[config.mk]
export PLATFORM = sky130hd
export DESIGN_NAME = lsu_controller
export DESIGN_NICKNAME = d
export VERILOG_FILES = /design/src/rtl/lsu_controller.sv
export SDC_FILE = /design/constraint.sdc
export NUM_CORES = 1
export LEC_CHECK = 0
export CAP_MARGIN = 20
export CORE_MARGIN = 1
export CORE_UTILIZATION = 47
export DETAILED_ROUTE_END_ITERATION = 8
export GPL_ROUTABILITY_DRIVEN = 1
export PLACE_DENSITY = 0.86
export SYNTH_ARGS = -nofsm -noshare
export SYNTH_HDL_FRONTEND = slang
export SYNTH_SLANG_ARGS = --single-unit
[constraint.sdc]
create_clock -name clk -period 8.7 [get_ports clk]
set_input_delay 2.175 -clock clk [delete_from_list [all_inputs] [get_ports clk]]
set_output_delay 2.175 -clock clk [all_outputs]
set_load 0.01 [all_outputs]
[src/rtl/lsu_controller.sv]
// Load/store unit: turns one load or store into a single-beat bus transfer,
// stalling the core until the bus acknowledges or the wait times out.
module lsu_controller #(
  parameter int unsigned TIMEOUT = 255
) (
  input  logic        clk,
  input  logic        rst,
  input  logic        memRead,
  input  logic        memWrite,
  input  logic [2:0]  funct3,
  input  logic [31:0] address,
  input  logic [31:0] storeData,
  output logic        stall,
  output logic [31:0] loadData,
  output logic        loadValid,
  output logic        misalign,
  output logic        busFault,
  output logic        busReq,
  output logic        busWe,
  output logic [31:0] busAddr,
  output logic [3:0]  busByteEn,
  output logic [31:0] busWData,
  input  logic [31:0] busRData,
  input  logic        busAck
);

  typedef enum logic [1:0] {S_IDLE, S_REQ, S_DONE, S_ERR} state_t;

  state_t      r_state;
  state_t      w_next;
  logic [7:0]  r_cnt;
  logic        r_isLoad;
  logic [2:0]  r_funct3;
  logic [1:0]  r_addrLo;
  logic [31:0] r_loadData;
  logic [31:0] r_busAddr;
  logic [3:0]  r_busByteEn;
  logic [31:0] r_busWData;
  logic        r_busWe;

  logic        w_access;
  logic        w_legal;
  logic        w_aligned;
  logic        w_issue;
  logic [3:0]  w_byteEn;
  logic [31:0] w_wdata;
  logic [7:0]  w_cntInc;
  logic        w_timeout;

  // Picks the addressed byte/half out of the read word and extends it.
  function automatic logic [31:0] extract_load(input logic [31:0] data,
                                               input logic [2:0]  f3,
                                               input logic [1:0]  lo);
    logic [31:0]        shifted;
    logic signed [7:0]  sb;
    logic signed [15:0] sh;
    shifted = data >> {lo, 3'b000};
    sb      = shifted[7:0];
    sh      = shifted[15:0];
    case (f3)
      3'b000:  extract_load = 32'(sb);
      3'b001:  extract_load = 32'(sh);
      3'b100:  extract_load = {24'b0, shifted[7:0]};
      3'b101:  extract_load = {16'b0, shifted[15:0]};
      default: extract_load = data;
    endcase
  endfunction

  always_comb begin
    w_access  = memRead | memWrite;
    w_legal   = 1'b0;
    w_aligned = 1'b0;
    // A store wins when both strobes are high, so store legality applies.
    if (memWrite)
      w_legal = (funct3 == 3'b000) || (funct3 == 3'b001) || (funct3 == 3'b010);
    else
      w_legal = (funct3 == 3'b000) || (funct3 == 3'b001) || (funct3 == 3'b010) ||
                (funct3 == 3'b100) || (funct3 == 3'b101);
    case (funct3[1:0])
      2'b00:   w_aligned = 1'b1;
      2'b01:   w_aligned = ~address[0];
      2'b10:   w_aligned = (address[1:0] == 2'b00);
      default: w_aligned = 1'b0;
    endcase
    w_issue = w_access & w_legal & w_aligned;
    case (funct3[1:0])
      2'b00:   w_byteEn = 4'b0001 << address[1:0];
      2'b01:   w_byteEn = 4'b0011 << address[1:0];
      default: w_byteEn = 4'b1111;
    endcase
    case (funct3[1:0])
      2'b00:   w_wdata = {4{storeData[7:0]}};
      2'b01:   w_wdata = {2{storeData[15:0]}};
      default: w_wdata = storeData;
    endcase
    w_cntInc  = r_cnt + 8'd1;
    w_timeout = (w_cntInc == 8'(TIMEOUT));
  end

  always_ff @(posedge clk) begin
    if (rst) r_state <= S_IDLE;
    else     r_state <= w_next;
  end

  always_comb begin
    w_next = r_state;
    unique case (r_state)
      S_IDLE:  if (w_issue) w_next = S_REQ;
      S_REQ: begin
        if (busAck)         w_next = S_DONE;
        else if (w_timeout) w_next = S_ERR;
      end
      S_DONE:  w_next = S_IDLE;
      S_ERR:   w_next = S_IDLE;
      default: w_next = S_IDLE;
    endcase
  end

  always_comb begin
    busReq    = (r_state == S_REQ);
    stall     = ((r_state == S_IDLE) & w_issue) | (r_state == S_REQ);
    loadValid = (r_state == S_DONE) & r_isLoad;
    misalign  = (r_state == S_IDLE) & w_access & ~(w_legal & w_aligned);
    busFault  = (r_state == S_ERR);
  end

  // Issue edge: latch the bus request; ack edge: capture the load result.
  always_ff @(posedge clk) begin
    if (rst) begin
      r_cnt       <= 8'd0;
      r_isLoad    <= 1'b0;
      r_funct3    <= 3'b000;
      r_addrLo    <= 2'b00;
      r_loadData  <= 32'd0;
      r_busAddr   <= 32'd0;
      r_busByteEn <= 4'd0;
      r_busWData  <= 32'd0;
      r_busWe     <= 1'b0;
    end else begin
      if (r_state == S_IDLE && w_issue) begin
        r_cnt       <= 8'd0;
        r_isLoad    <= ~memWrite;
        r_funct3    <= funct3;
        r_addrLo    <= address[1:0];
        r_busAddr   <= {address[31:2], 2'b00};
        r_busByteEn <= w_byteEn;
        r_busWData  <= w_wdata;
        r_busWe     <= memWrite;
      end else if (r_state == S_REQ && !busAck) begin
        r_cnt <= w_cntInc;
      end
      if (r_state == S_REQ && busAck && r_isLoad)
        r_loadData <= extract_load(busRData, r_funct3, r_addrLo);
    end
  end

  assign loadData  = r_loadData;
  assign busAddr   = r_busAddr;
  assign busByteEn = r_busByteEn;
  assign busWData  = r_busWData;
  assign busWe     = r_busWe;

endmodule
==> results.yml <==
placed_design:
  numPortBuffers: 207
  pre_cts_slack_ns: 1.44
  finalWeightedCongestion: 0.867
  hpwl_um: 11100
timing:
  slew_headroom: 0.318
  period_needed_ns: 7.25
  clock_skew_ns: 0.00784
  drv_slew: 0
  fin_tns_setup_ns: 0
  fmax_ghz: 0.138
  finalHoldViolCount: 0
  rsz0062_at_grt: "no"
  setup_violations: 0
  timing.final.crit_share: 0.833
  worst_pin_slew_ns: 1.02
  layout_setup_ws_ns: 1.45
setup_path:
  endpoint_kind: "output port"
  cpMostUsedCell: "clkdlybuf4s50_1"
  crit_slowest_cell: "a2111o_2"
  reg2reg_slack_ns: 6.01
  path_max_fanout: 58
  reg2reg_depth: 5
  path_cells: "clkdlybuf4s50_1 > or4_1 > a2111o_2 > nand2_1 > clkdlybuf4s50_1"
  startpoint: "address[1]"
  critPathTopFamily: "buffers and inverters"
  max_stage_delay_ns: 0.92
  path_depth: 5
  crit_buf_inv: 2
  crit_path_start_kind: "input port"
  r2r_end: "loadData[13]$_SDFFE_PP0P_"
  critical_path_class: "input port to output port"
  cp-endpoint: "stall"
  crit_required_ns: 6.53
  reg2reg_from: "r_state[0]$_SDFFE_PP0P_"
  cp.arrival_ns: 5.07
pwr:
  p_leak_nw: 2.77
  p_sw_mw: 0.361
  p_int_mw: 1.13
  seqPwrFrac: 0.384
  clkPwrFrac: 0.454
  p_sw_frac: 0.243
  irDropWorstVdd_mv: 0.109
  powerDensity_nw_per_um2: 189
  total_power_mw: 1.49
  p_comb_frac: 0.162
layout:
  fillers: 790
  antennaDiodeCount: 0
  final_nets: 926
  drive_above_1_share: 0.0493
  syn_to_final_growth_pct: 51.7
grt:
  antenna_found_initial: 0
  grt_usage: 0.282
  grt_max_degree: 110
  gr-total-overflow: 0
  grt_pass1_vias: 5224
  grt_pass1_wl_um: 25200
logic_synthesis:
  synth_top_cell_by_area: "dfxtp_1"
  synth_warnings: 0
  netlist_area_sq_um: 5190
  yosys-top-cells-count: "133 x nand2_1, 115 x dfxtp_1, 83 x a21oi_1, 63 x nor2_1, 47 x clkbuf_1"
  yosysSeqAreaShare: 0.443
  ys_types: 44
  yosys_register_bits: 115
  synthTopCellsByArea: "dfxtp_1 44%, nand2_1 9.6%, a21oi_1 8.0%"
  synth_ff_type: "dfxtp_1"
  synthMostInstantiatedCell: "nand2_1"
  synth-edff-count: 0
  synthArstFlopShare: 0
  synth_top_cell_area_share: 0.443
  postSynthAreaPerCell_sq_um: 8.11
  netlist_instances: 640
routing:
  vias_per_cell: 5.59
  vias: 5426
  totalWireLength_um: 16400
  dr.pass1.iters: 7
  drt_iter0_drc: 293
  drcViolationCount: 0
  wl_per_cell_um: 16.9
  postRouteAntennaNets: 0
die:
  die_w_um: 107
  rows: 38
  die_h_um: 107
  io-pin-count: 210
  start_util: 0.481
  die_area_sq_um: 11500
  core_sq_um: 10800
clock_tree:
  cts_max_path_buffers: 2
  cts_tree: "yes"
  clockRootBuffer: "clkbuf_8"
  clk_pin_slew_ns: 0.05
  cts_hold_buf: 0
  cts_resized: 0
  cts_buffers: 17
  clock_sinks: 115
  insertion_delay_ns: 0.51
  htree_num_levels: 4
  postCtsSetupBuffers: 0
status:
  status: "completed"
hold_path:
  hold_path_class: "flip-flop to flip-flop"
flow_run:
  drv_cap: 0
stage by stage:
stage | std cells | hold slack (ns) | cell area [sq um] | util
2_1_floorplan | 641 | 0.450 | 5200 | -
3_3_place_gp | 940 | 0.441 | 7280 | 0.674
3_5_place_dp | 940 | 0.446 | 7280 | 0.674
4_1_cts | 970 | 0.453 | 7860 | 0.728
5_1_grt | 971 | 0.475 | 7880 | 0.730
6_report | 971 | 0.449 | 7880 | 0.730
kinds of logic after synthesis:
kind of cell / after synthesis / share of synthesized area
AO/OA/AOI/OAI: 184 / 0.232
XOR/XNOR: 8 / 0.0135
adder cells (fa/ha/maj): 2 / 0.00482
buffers and inverters: 60 / 0.0458
flip-flops: 115 / 0.443
multiplexers: 34 / 0.0682
other: 1 / 0.000722
AND/OR/NAND/NOR: 236 / 0.192
area by class of cell:
cell class | count | area, sq um | share of cell area
clock buffers | 26 | 508 | 0.0645
clock inverters | 4 | 70.1 | 0.00889
inverters | 4 | 15.0 | 0.00191
multi-input cells | 466 | 2660 | 0.337
flip-flops and latches | 115 | 2300 | 0.292
well taps | 140 | 175 | 0.0222
repair buffers | 216 | 2150 | 0.273
power by group through the flow:
stage	registers (mW)	logic, mW	clock network [mW]
floorplan	0.587	0.102	0
global placement	0.579	0.232	0
detailed placement	0.581	0.237	0
CTS	0.570	0.240	0.680
global route	0.574	0.259	0.704
finish	0.571	0.241	0.675
how the worst min path moves through the flow:
stage                               from                         to  slack (ns)  cells past startpoint
3_3_place_gp    busWData[6]$_SDFFE_PP0P_   busWData[6]$_SDFFE_PP0P_        0.44                      2
6_report       busByteEn[0]$_SDFFE_PP0P_  busByteEn[0]$_SDFFE_PP0P_        0.45                      2
2_1_floorplan   r_funct3[2]$_SDFFE_PP0P_   r_funct3[2]$_SDFFE_PP0P_        0.45                      2
4_1_cts        busByteEn[0]$_SDFFE_PP0P_  busByteEn[0]$_SDFFE_PP0P_        0.45                      2
3_5_place_dp   busByteEn[0]$_SDFFE_PP0P_  busByteEn[0]$_SDFFE_PP0P_        0.45                      2
5_1_grt         busWData[2]$_SDFFE_PP0P_   busWData[2]$_SDFFE_PP0P_        0.48                      2
metal layers:
layer | up-vias | part of all wire | GRT usage
li1 | 2617 | - | -
met1 | 2511 | 0.39 | 0.311
met2 | 251 | 0.49 | 0.479
met3 | 47 | 0.094 | 0.0991
met4 | 0 | 0.031 | 0.139
met5 | - | 0 | 0
worst reg2reg max path, delay by kind of cell (launching register included):
family / cells / cell delay, ns
AO/OA/AOI/OAI: 2 / 1.07
buffers and inverters: 1 / 0.11
flip-flops: 1 / 0.49
AND/OR/NAND/NOR: 2 / 0.86
layout by cell type (no fill, tap or decap), drive strengths merged, types with 2 or more instances in the layout:
master	synthesis	final
clkbuf	47	26
o221ai	7	7
ha	2	2
a21oi	83	83
o211ai	9	9
a2bb2oi	7	7
nand3b	8	8
dfxtp	115	115
xor2	7	7
nor2	63	63
nand4	3	3
nor3	4	4
nand2	133	133
a211oi	36	36
a311oi	9	9
mux2i	32	32
clkinv	1	3
bufinv	0	2
a221o	3	3
conb	1	2
clkdlybuf4s50	0	206
a2bb2o	7	7
inv	3	3
nand3	4	4
buf	9	10
or4	2	2
nand2b	8	8
and2	3	3
nor2b	2	2
o21ai	18	18
registers in the layout, summed over array words and instances, names as in the netlist:
signal / count
r_cnt: 8
r_isLoad: 1
busAddr: 30
busWData: 32
r_addrLo: 2
busByteEn: 4
r_state: 2
loadData: 32
r_funct3: 3
busWe: 1
Power figures use the tool's default switching activity.
